`src/rtl/sprite_draw_scheduler.sv`:
```
// ---------------------------------------------------------------------------
// sprite_draw_scheduler
//
// Per-frame scheduler between the sprite draw queue and two sprite blitter
// lanes. Pops draw commands {id,x,y,scale} from the queue head and dispatches
// each one to a free lane. Every dispatch is tagged with a frame sequence
// number so that downstream compositing can restore queue order. Frame
// completion is reported once the queue is drained (or the per-frame cap is
// reached) and both lanes are idle.
//
// Optional feature macro: SCHED_ID_CHECK_EN
//   defined     : heads with sprite_id >= SPRITE_NUM are popped but not
//                 issued, and counted in rejected_count (saturating, cleared
//                 when a new frame starts).
//   not defined : sprite_id is truncated to ID_W bits and always issued;
//                 rejected_count is tied to 0.
//
// Ports
//   clock, reset             system clock, asynchronous active-high reset
//   frame_start              one-cycle pulse, start scheduling a frame
//   is_empty, sprite_*       queue empty flag and queue head fields
//   dequeue                  pop the queue head at this posedge (combinational)
//   laneN_start              one-cycle pulse, lane N command valid
//   laneN_select/x/y/scale   registered command fields, held until next start
//   laneN_seq                frame-order tag of the lane N command
//   laneN_done               one-cycle pulse, lane N finished its sprite
//   busy                     scheduler not idle
//   frame_done               one-cycle pulse, frame fully drawn
//   drawn_count              sprites dispatched in the last completed frame
//   overrun                  sticky, frame_start seen while busy
//   rejected_count           out-of-range heads dropped this frame
// ---------------------------------------------------------------------------
module sprite_draw_scheduler #(
   parameter int SPRITE_NUM  = 32,
   parameter int MAX_SPRITES = 64,
   localparam int ID_W       = $clog2(SPRITE_NUM)
) (
   input  logic            clock,
   input  logic            reset,
   input  logic            frame_start,
   input  logic            is_empty,
   input  logic [7:0]      sprite_id,
   input  logic [15:0]     sprite_x,
   input  logic [15:0]     sprite_y,
   input  logic [7:0]      sprite_scale,
   output logic            dequeue,
   output logic            lane0_start,
   output logic [ID_W-1:0] lane0_select,
   output logic [15:0]     lane0_x,
   output logic [15:0]     lane0_y,
   output logic [7:0]      lane0_scale,
   output logic [7:0]      lane0_seq,
   input  logic            lane0_done,
   output logic            lane1_start,
   output logic [ID_W-1:0] lane1_select,
   output logic [15:0]     lane1_x,
   output logic [15:0]     lane1_y,
   output logic [7:0]      lane1_scale,
   output logic [7:0]      lane1_seq,
   input  logic            lane1_done,
   output logic            busy,
   output logic            frame_done,
   output logic [7:0]      drawn_count,
   output logic            overrun,
   output logic [7:0]      rejected_count
);

   typedef enum logic [1:0] {
      ST_IDLE  = 2'd0,
      ST_FETCH = 2'd1,
      ST_DRAIN = 2'd2,
      ST_DONE  = 2'd3
   } state_t;

   localparam logic [7:0] SEQ_CAP = 8'(MAX_SPRITES);

   state_t          state_r, state_s;
   logic [7:0]      seq_r;
   logic [1:0]      lane_busy_r;
   logic            rr_next_r;
   logic            overrun_r;
   logic [7:0]      drawn_count_r;
   logic [1:0]      lane_start_r;
   logic [ID_W-1:0] lane_sel_r   [2];
   logic [15:0]     lane_x_r     [2];
   logic [15:0]     lane_y_r     [2];
   logic [7:0]      lane_scale_r [2];
   logic [7:0]      lane_seq_r   [2];
   logic [1:0]      lane_done_s;
   logic            head_ok_s;
   logic            can_take_s;
   logic            pop_s;
   logic            issue_s;
   logic            issue_lane_s;
   logic            frame_begin_s;

   assign lane_done_s   = {lane1_done, lane0_done};
   assign frame_begin_s = (state_r == ST_IDLE) && frame_start;

`ifdef SCHED_ID_CHECK_EN
   assign head_ok_s = ({24'd0, sprite_id} < 32'(SPRITE_NUM));
`else
   // The upper id bits are deliberately dropped when the range check is off.
   logic unused_id_s;
   assign unused_id_s = ^sprite_id;
   assign head_ok_s   = 1'b1;
`endif

   // Issue decision, lane arbitration and next-state logic
   always_comb begin
      state_s      = state_r;
      pop_s        = 1'b0;
      issue_s      = 1'b0;
      issue_lane_s = rr_next_r;
      can_take_s   = (state_r == ST_FETCH) && !is_empty && (seq_r < SEQ_CAP);

      // Both lanes free: round robin; otherwise the single free lane.
      if (lane_busy_r == 2'b00) begin
         issue_lane_s = rr_next_r;
      end else if (lane_busy_r[0] == 1'b0) begin
         issue_lane_s = 1'b0;
      end else begin
         issue_lane_s = 1'b1;
      end

      // A rejected head is dropped even when no lane is free.
      if (can_take_s && !head_ok_s) begin
         pop_s   = 1'b1;
         issue_s = 1'b0;
      end else if (can_take_s && (lane_busy_r != 2'b11)) begin
         pop_s   = 1'b1;
         issue_s = 1'b1;
      end else begin
         pop_s   = 1'b0;
         issue_s = 1'b0;
      end

      case (state_r)
         ST_IDLE: begin
            if (frame_start) state_s = ST_FETCH;
            else             state_s = ST_IDLE;
         end
         ST_FETCH: begin
            if (is_empty || (seq_r == SEQ_CAP)) state_s = ST_DRAIN;
            else                                state_s = ST_FETCH;
         end
         ST_DRAIN: begin
            if (lane_busy_r == 2'b00) state_s = ST_DONE;
            else                      state_s = ST_DRAIN;
         end
         ST_DONE: begin
            state_s = ST_IDLE;
         end
         default: begin
            state_s = ST_IDLE;
         end
      endcase
   end

   // Frame state, sequence counter and frame status registers
   always_ff @(posedge clock or posedge reset) begin
      if (reset) begin
         state_r       <= ST_IDLE;
         seq_r         <= 8'd0;
         overrun_r     <= 1'b0;
         drawn_count_r <= 8'd0;
      end else begin
         state_r <= state_s;
         if (frame_begin_s) begin
            seq_r <= 8'd0;
         end else if (issue_s) begin
            seq_r <= seq_r + 8'd1;
         end
         // Also covers frame_start arriving in the DONE cycle.
         if (frame_start && (state_r != ST_IDLE)) begin
            overrun_r <= 1'b1;
         end
         if (state_r == ST_DONE) begin
            drawn_count_r <= seq_r;
         end
      end
   end

   // Lane command registers, start pulses, busy flags and round-robin pointer
   always_ff @(posedge clock or posedge reset) begin
      if (reset) begin
         lane_busy_r  <= 2'b00;
         lane_start_r <= 2'b00;
         rr_next_r    <= 1'b0;
         for (int i = 0; i < 2; i++) begin
            lane_sel_r[i]   <= '0;
            lane_x_r[i]     <= 16'd0;
            lane_y_r[i]     <= 16'd0;
            lane_scale_r[i] <= 8'd0;
            lane_seq_r[i]   <= 8'd0;
         end
      end else begin
         for (int i = 0; i < 2; i++) begin
            if (issue_s && (issue_lane_s == i[0])) begin
               lane_start_r[i] <= 1'b1;
               lane_busy_r[i]  <= 1'b1;
               lane_sel_r[i]   <= sprite_id[ID_W-1:0];
               lane_x_r[i]     <= sprite_x;
               lane_y_r[i]     <= sprite_y;
               lane_scale_r[i] <= sprite_scale;
               lane_seq_r[i]   <= seq_r;
            end else begin
               lane_start_r[i] <= 1'b0;
               // A done pulse on an idle lane simply leaves it idle.
               if (lane_done_s[i]) begin
                  lane_busy_r[i] <= 1'b0;
               end
            end
         end
         if (issue_s) begin
            rr_next_r <= ~issue_lane_s;
         end
      end
   end

`ifdef SCHED_ID_CHECK_EN
   logic [7:0] rejected_r;

   // Count dropped out-of-range heads, restarting at every new frame
   always_ff @(posedge clock or posedge reset) begin
      if (reset) begin
         rejected_r <= 8'd0;
      end else if (frame_begin_s) begin
         rejected_r <= 8'd0;
      end else if (pop_s && !issue_s && (rejected_r != 8'hFF)) begin
         rejected_r <= rejected_r + 8'd1;
      end
   end

   assign rejected_count = rejected_r;
`else
   assign rejected_count = 8'd0;
`endif

   assign dequeue      = pop_s;
   assign busy         = (state_r != ST_IDLE);
   assign frame_done   = (state_r == ST_DONE);
   assign drawn_count  = drawn_count_r;
   assign overrun      = overrun_r;

   assign lane0_start  = lane_start_r[0];
   assign lane0_select = lane_sel_r[0];
   assign lane0_x      = lane_x_r[0];
   assign lane0_y      = lane_y_r[0];
   assign lane0_scale  = lane_scale_r[0];
   assign lane0_seq    = lane_seq_r[0];
   assign lane1_start  = lane_start_r[1];
   assign lane1_select = lane_sel_r[1];
   assign lane1_x      = lane_x_r[1];
   assign lane1_y      = lane_y_r[1];
   assign lane1_scale  = lane_scale_r[1];
   assign lane1_seq    = lane_seq_r[1];

endmodule

```
`config.mk`:
```
export PLATFORM = sky130hd
export DESIGN_NAME = sprite_draw_scheduler
export DESIGN_NICKNAME = d
export VERILOG_FILES = /design/src/rtl/sprite_draw_scheduler.sv
export SDC_FILE = /design/constraint.sdc
export NUM_CORES = 1
export LEC_CHECK = 0
export CAP_MARGIN = 20
export CORE_ASPECT_RATIO = 1.5
export CORE_MARGIN = 1
export CORE_UTILIZATION = 30
export CTS_CLUSTER_DIAMETER = 200
export CTS_CLUSTER_SIZE = 12
export DETAILED_ROUTE_END_ITERATION = 10
export DONT_BUFFER_PORTS = 1
export REMOVE_ABC_BUFFERS = 1
export SKIP_CTS_REPAIR_TIMING = 1
export SLEW_MARGIN = 20
export SYNTH_ARGS = -nofsm -noshare
export SYNTH_HDL_FRONTEND = slang
export SYNTH_SLANG_ARGS = --single-unit
```
`constraint.sdc`:
```
create_clock -name clock -period 3.5 [get_ports clock]
set_input_delay 0.175 -clock clock [delete_from_list [all_inputs] [get_ports clock]]
set_output_delay 0.175 -clock clock [all_outputs]
set_load 0.01 [all_outputs]
```
# After elaboration in Yosys (flattened, before gate mapping)
# Cells that the tools add are included.
# totals
ff_bits	130
out_inout_bits	128
wordCells	56
# classes
n_addsub	1
n_lt_le_gt_ge	1
eq_ne	5
muxes	15
n_bitwise	1
reduce_logical	15
# ops
operator	count
2-to-1 mux 8 bit	2
2-to-1 mux 1 bit	11
adder 8 x 1 -> 8 bit (second input constant)	1
== test 8 x 7 -> 1 bit (second input constant)	1
less-than comparator 8 x 7 -> 1 bit (second input constant)	1
case mux 2 bit (4 select lines)	1
nonzero test 2 bit	4
logical AND 1 bit	7
== test 2 bit (second input constant)	2
logical NOT 2 bit	2
== test 2 x 1 -> 1 bit (second input constant)	1
2-to-1 mux 2 bit	1
inequality test 2 bit (second input constant)	1
logical NOT 1 bit	1
logical OR 1 bit	1
NOT 1 bit	1

# Longest topological paths before layout
# Gate-level depths: netlist of run 1.
# depth
depth_word	7
depth_mapped	6

# Worst setup path before layout of run 1
# Ideal clock, no wire load.
# synth_timing
path_kind	register -> register
startpoint	reg seq_r[7]
endpoint	reg lane_x_r (netlist bit lane0_x[10])
t_arrival_ns	1.577
required_ns	3.375
setup_slack_ns	1.799
path_stages_with_launch	6
n_path_buf	1
period_less_slack_ns	1.701
path_cell_list	dfrtp_1 > nor4b_4 > nand2_4 > nor2_8 > buf_6 > mux2_2
# synth_via
elab_chain_cells	5
# synth_lines
element	line_no	text
from (decl)	78	logic [7:0] seq_r;
from (signal assigned)	172	seq_r <= seq_r + 8'd1;
less-than comparator 8 x 7 -> 1 bit	115	can_take_s = (state_r == ST_FETCH) && !is_empty && (seq_r < SEQ_CAP);
logical AND 1 bit	115	
logical AND 1 bit	130	end else if (can_take_s && (lane_busy_r != 2'b11)) begin
2-to-1 mux 1 bit	130	
logical AND 1 bit	199	if (issue_s && (issue_lane_s == i[0])) begin
to (signal, indexed assignment)	203	lane_x_r[i] <= sprite_x;
to (decl)	85	logic [15:0] lane_x_r [2];
# Every way passes these cells.
# A chain may end at the register's enable or synchronous reset.

==> results_dict.tcl, run 1 <==
set metrics [dict create \
    critPathSlowestCell "nor2_8" \
    gp_congestion 0.7605 \
    core-area_sq_um 16910 \
    clkPwrFrac_pct 28.9 \
    numCtsBuffers 17 \
    yosysMostFrequentCell "dfrtp_1" \
    grt_max_degree 62 \
    cts_sinks 130 \
    slew_headroom_pct 36.34 \
    drc 0 \
    pwr-share-comb_pct 22.4 \
    ys_types 35 \
    port_buffers 0 \
    fin_util_pct 38.12 \
    p_sw_mw 1.921 \
    cts_tree "built" \
    setup.worst_path.start_class "flip-flop" \
    switching_share_pct 32.32 \
    antenna_found_initial 0 \
    setup_viol 0 \
    final_nets 436 \
    fmax_mhz 426.8 \
    final_cells 603 \
    cts_max_path_buffers 2 \
    grt_pass1_vias 2921 \
    synth.top_cell.area_share_pct 61.99 \
    clockRootBuffer "clkbuf_16" \
    ys_seq_area_share_pct 61.99 \
    antenna_cells 0 \
    initial_utilization_pct 31.03 \
    tightestPinTransition_ns 0.9548 \
    h-tree-depth 4 \
    max_cap_violations 0 \
    drtIter0Drc 88 \
    path_buf_inv 0 \
    path_cells "nor4b_4 > nand2_4 > nor2_8 > mux2_2" \
    run_status "finished with violations" \
    pin_count 182 \
    overflow 0 \
    wl_per_cell_um 18.08 \
    die_x_um 110.0 \
    wl_um 10900 \
    cp_top_family "simple AND/OR/NAND/NOR gates" \
    hold_class "in -> reg" \
    drtAntennaViolNets 0 \
    fin_crit_sh_pct 66.94 \
    synth_edf_count 0 \
    synth-main-ff-cell "dfrtp_1" \
    synth_xor_area_share_pct 0.3338 \
    die_h_um 164.0 \
    synth.area.mux_share_pct 26.85 \
    vias_per_cell 4.682 \
    ir_worst_vdd_uv 367.6 \
    synth_top_family_by_area "multiplexers" \
    rows 58 \
    fin_worst_skew_ns 0.009079 \
    endpoint_kind "flip-flop" \
    hold_viol 1 \
    min_period_ns 2.343 \
    path_max_fanout 55 \
    clock_latency_ns 0.41 \
    synthAdderAreaFrac_pct 0.4769 \
    vias 2823 \
    synth_compound_area_share_pct 1.764 \
    netlist_instances 323 \
    syn_area_per_cell_sq_um 16.25 \
    internal_power_mw 4.021 \
    failed_checks "hold timing" \
    path_clk_slew_ns 0.06 \
    crit_type "reg -> reg" \
    fillers 1572 \
    arrival_ns 2.63 \
    rsz0062_at_grt "no" \
    place_hpwl_um 7149 \
    drv_slew 0 \
    dr.pass1.iters 4 \
    dpl.cell_count 522 \
    yosys-top-cells-area "dfrtp_1, mux2_4, mux2_2, buf_6, mux2_1" \
    dieArea_sq_um 18040 \
    cp_slowest_stage_delay_ns 0.78 \
    power_density_nw_per_um2 921.8 \
    synthTopCellsByCount "dfrtp_1, mux2_2, mux2_4" \
    synth-seq-cells 130 \
    syn-cell-area_sq_um 5248 \
    drive_above_1_share_pct 35.37 \
    hold_slack_ns -0.03126 \
    ys_async_sr_fraction_pct 100.0 \
    yosysTopAreaCell "dfrtp_1" \
    seq_power_share_pct 48.8 \
    yosysWarnings 0 \
    areaGrowthSynthToFinish_pct 22.84 \
    synthSimpleGateAreaFrac_pct 4.340 \
    grt_pass1_wl_um 16280 \
    p_leak_nw 3.048 \
    crit_required_ns 3.79 \
    gr-usage-all-layers_pct 12.38 \
    p_total_mw 5.942 \
]
## registers in the layout, indices dropped and copies added, names as in the netlist, 2 cells and up, named ones only
name	count
drawn_count	8
lane0_scale	8
lane0_select	5
lane0_seq	8
lane0_x	16
lane0_y	16
lane1_scale	8
lane1_select	5
lane1_seq	8
lane1_x	16
lane1_y	16
lane_busy_r	2
lane_start_r	2
seq_r	8
## cell families after synthesis
family,after synthesis
compound gates,15
xor+xnor,2
fa+ha+maj,2
buf+inv,29
flops,130
mux,110
other cells,1
simple gates,34
## routing by layer
metal | vias to the layer above | global-route usage (%) | share of wire (%)
met5 | - | 0 | 0
met4 | 0 | 6.606 | 2.3
met3 | 19 | 4.087 | 5.6
met2 | 116 | 21.59 | 56
met1 | 1467 | 12.92 | 36
li1 | 1221 | - | -
## layout by cell type (no fill, tap or decap), types with 4 or more instances in the layout
cell type / count
mux2_2: 55
dfrtp_1: 130
clkbuf_16: 17
inv_1: 7
nor2_1: 5
nand2_1: 9
conb_1: 8
dlygate4sd3_1: 49
mux2_4: 46
o21ai_0: 5
and2_1: 4
clkinv_4: 7
mux2_1: 7
## power groups by stage
stage | Combinational, mW | Clock (mW) | Sequential, mW
after floorplan | 1.13 | 0 | 2.72
after global placement | 1.24 | 0 | 2.90
after detailed placement | 1.30 | 0 | 2.92
after CTS | 1.30 | 1.77 | 2.91
after global routing | 1.45 | 1.83 | 2.97
final | 1.33 | 1.72 | 2.90
## layout make-up
| class | instances | area, sq um | share of cell area (%) |
|---|---|---|---|
| sequential | 130 | 3253 | 50.47 |
| multi-input combinational | 171 | 1802 | 27.95 |
| tap | 210 | 262.8 | 4.076 |
| clock buffer | 20 | 446.7 | 6.929 |
| clock inverter | 12 | 135.1 | 2.096 |
| inverter | 9 | 41.29 | 0.6405 |
| timing repair buffer | 51 | 505.5 | 7.842 |
## final timing paths
kind / from / end / slack, ns / cells after the start
min: is_empty / flip-flop / -0.03 / 2
max reg2reg: flip-flop / lane0_y[4]$_DFFE_PP0P_ / 1.16 / 4
min reg2reg: rr_next_r$_DFFE_PP0P_ / rr_next_r$_DFFE_PP0P_ / 0.48 / 1
min in group asynchronous: reset / lane_start_r[1]$_DFF_PP0_ / 0.38 / 2
max: flip-flop / lane0_y[4]$_DFFE_PP0P_ / 1.16 / 4
max in group asynchronous: reset / lane1_y[5]$_DFFE_PP0P_ / 2.16 / 3
## stage by stage
step	setup slack, ns	setup TNS (ns)	hold slack [ns]	instance area (sq um)
final	1.157	0	-0.03126	6446
after global routing	0.9896	0	0.01897	6446
after CTS	1.097	0	-0.2103	5956
after detailed placement	1.110	0	0.2391	5374
after global placement	1.185	0	0.2206	5374
after floorplan	-0.1443	-18.76	0.2714	5094
## worst reg2reg max path, delay by kind of cell (launching register included)
| kind | cells | cell delay (ns) |
|---|---|---|
| flops | 1 | 0.46 |
| mux | 1 | 0.46 |
| simple gates | 3 | 1.32 |
Note: power is estimated with default switching activity, not from simulation.
==> run 2, diff against run 1 <==
clock period = 2.3 ns   (was 3.5 ns; I/O delays follow)
==> results_dict.tcl, run 2 (synthesis results as in run 1) <==
set metrics [dict create \
    crit_required_ns 2.59 \
    power_density_nw_per_um2 1385 \
    met1_usage_pct 12.37 \
    grt_pass1_vias 2932 \
    port_buffers 0 \
    overflow 0 \
    core-area_sq_um 16910 \
    place_hpwl_um 7244 \
    vias_per_cell 4.590 \
    wl_um 10760 \
    setup.worst_path.start_class "flip-flop" \
    arrival_ns 2.26 \
    h-tree-depth 4 \
    die_x_um 110.0 \
    vias 2791 \
    hold_class "in -> reg" \
    areaGrowthSynthToFinish_pct 24.42 \
    slew_headroom_pct 58.97 \
    drive_above_1_share_pct 36.43 \
    grt_pass1_wl_um 15860 \
    drv_slew 0 \
    crit_start "seq_r[7]$_DFFE_PP0P_" \
    tightestPinTransition_ns 0.6155 \
    grt_use_met3_pct 4.206 \
    path_clk_slew_ns 0.06 \
    hold_slack_ns -0.01510 \
    drtAntennaViolNets 0 \
    initial_utilization_pct 31.03 \
    antenna_found_initial 0 \
    crit_type "reg -> reg" \
    dieArea_sq_um 18040 \
    path_max_fanout 27 \
    final_cell_mix "dfrtp_1, mux2_2, dlygate4sd3_1, mux2_4, clkbuf_16" \
    clock_latency_ns 0.41 \
    gp_congestion 0.7604 \
    grt_max_degree 63 \
    dpl.cell_count 526 \
    p_total_mw 9.042 \
    rows 58 \
    min_period_ns 1.971 \
    run_status "finished with violations" \
    drc 0 \
    final_common_cell "dfrtp_1" \
    drtIter0Drc 82 \
    antenna_cells 0 \
    die_h_um 164.0 \
    p_leak_nw 3.082 \
    clockRootBuffer "clkbuf_16" \
    r2r_cells 6 \
    grt-busiest-layer "met2" \
    rr_startpoint "seq_r[7]$_DFFE_PP0P_" \
    final_nets 441 \
    r2r-end "lane1_x[2]$_DFFE_PP0P_" \
    dr.pass1.iters 4 \
    pin_count 182 \
    cts_tree "built" \
    placed_cell_area_sq_um 5454 \
    max_cap_violations 0 \
    final_cell_area_sq_um 6529 \
    ir_worst_vdd_uv 659.2 \
    use_met2_pct 20.97 \
    fmax_mhz 507.3 \
    numCtsBuffers 17 \
    rsz0062_at_grt "no" \
    fin_worst_skew_ns 0.008265 \
    reg2reg_setup_slack_ns 0.33 \
    gr-usage-all-layers_pct 12.19 \
    cts_sinks 130 \
    endpoint "lane1_x[2]$_DFFE_PP0P_" \
    fin_crit_sh_pct 85.70 \
    failed_checks "hold timing" \
    endpoint_kind "flip-flop" \
    cts_max_path_buffers 2 \
    hold_viol 1 \
    wl_per_cell_um 17.70 \
    setup_viol 0 \
    final_cells 608 \
]
run 2: cell types whose count changed in the layout (fill, tap and decap cells not counted), sizes merged:
cell | previous run | this run
clkinvlp | 1 | 3
buf | 2 | 6
bufinv | 2 | 1
clkinv | 10 | 8
inv | 8 | 9
dlygate4sd3 | 49 | 50
run 2: worst max-delay path, cell delays in order (launching register included):
cell	delay [ns]
dfrtp_1	0.44
nor4b_4	0.38
nand2_4	0.16
clkinv_4	0.14
nand2_8	0.06
buf_4	0.28
mux2_4	0.35
run 2: where the power goes:
group          leakage [nW]  switching, mW  internal, mW
Combinational          1.19          0.766          1.32
Sequential             1.62           1.16          3.23
Clock                 0.278          0.998          1.57
Total                  3.08           2.93          6.12
run 2: layout make-up:
cell class / instances / area (sq um)
Timing Repair Buffer: 56 / 595.6
Multi-Input combinational cell: 171 / 1802
Inverter: 9 / 41.29
Clock buffer: 20 / 466.7
Sequential cell: 130 / 3253
Fill cell: 1554 / 10380
Tap cell: 210 / 262.8
Clock inverter: 12 / 107.6
run 2: per-stage QoR:
step	setup slack [ns]	util (%)	TNS [ns]
floorplan	-1.284	-	-166.97
global placement	0.3978	32.26	0
detailed placement	0.3324	32.26	0
CTS	0.3110	35.65	0
global route	0.2437	38.61	0
finish	0.3289	38.61	0
run 2: how the worst min path moves through the flow:
stage	from	end	slack (ns)	depth (start not counted)
6_report	is_empty	seq_r[3]$_DFFE_PP0P_	-0.02	4
5_1_grt	is_empty	lane_busy_r[0]$_DFFE_PP0P_	0.007	3
4_1_cts	reset	lane1_x[10]$_DFFE_PP0P_	-0.35	1
3_5_place_dp	reset	lane1_x[10]$_DFFE_PP0P_	0.11	1
3_3_place_gp	reset	lane1_x[10]$_DFFE_PP0P_	0.1	1
2_1_floorplan	lane1_done	lane_busy_r[1]$_DFFE_PP0P_	0.21	1
run 2: metal layers:
| metal | part of all wire [%] | wire length [um] | up-vias |
|---|---|---|---|
| li1 | - | - | 1221 |
| met1 | 37 | 3945 | 1445 |
| met2 | 55 | 5905 | 109 |
| met3 | 6.3 | 673 | 16 |
| met5 | 0 | 0 | - |
| met4 | 2.2 | 235 | 0 |
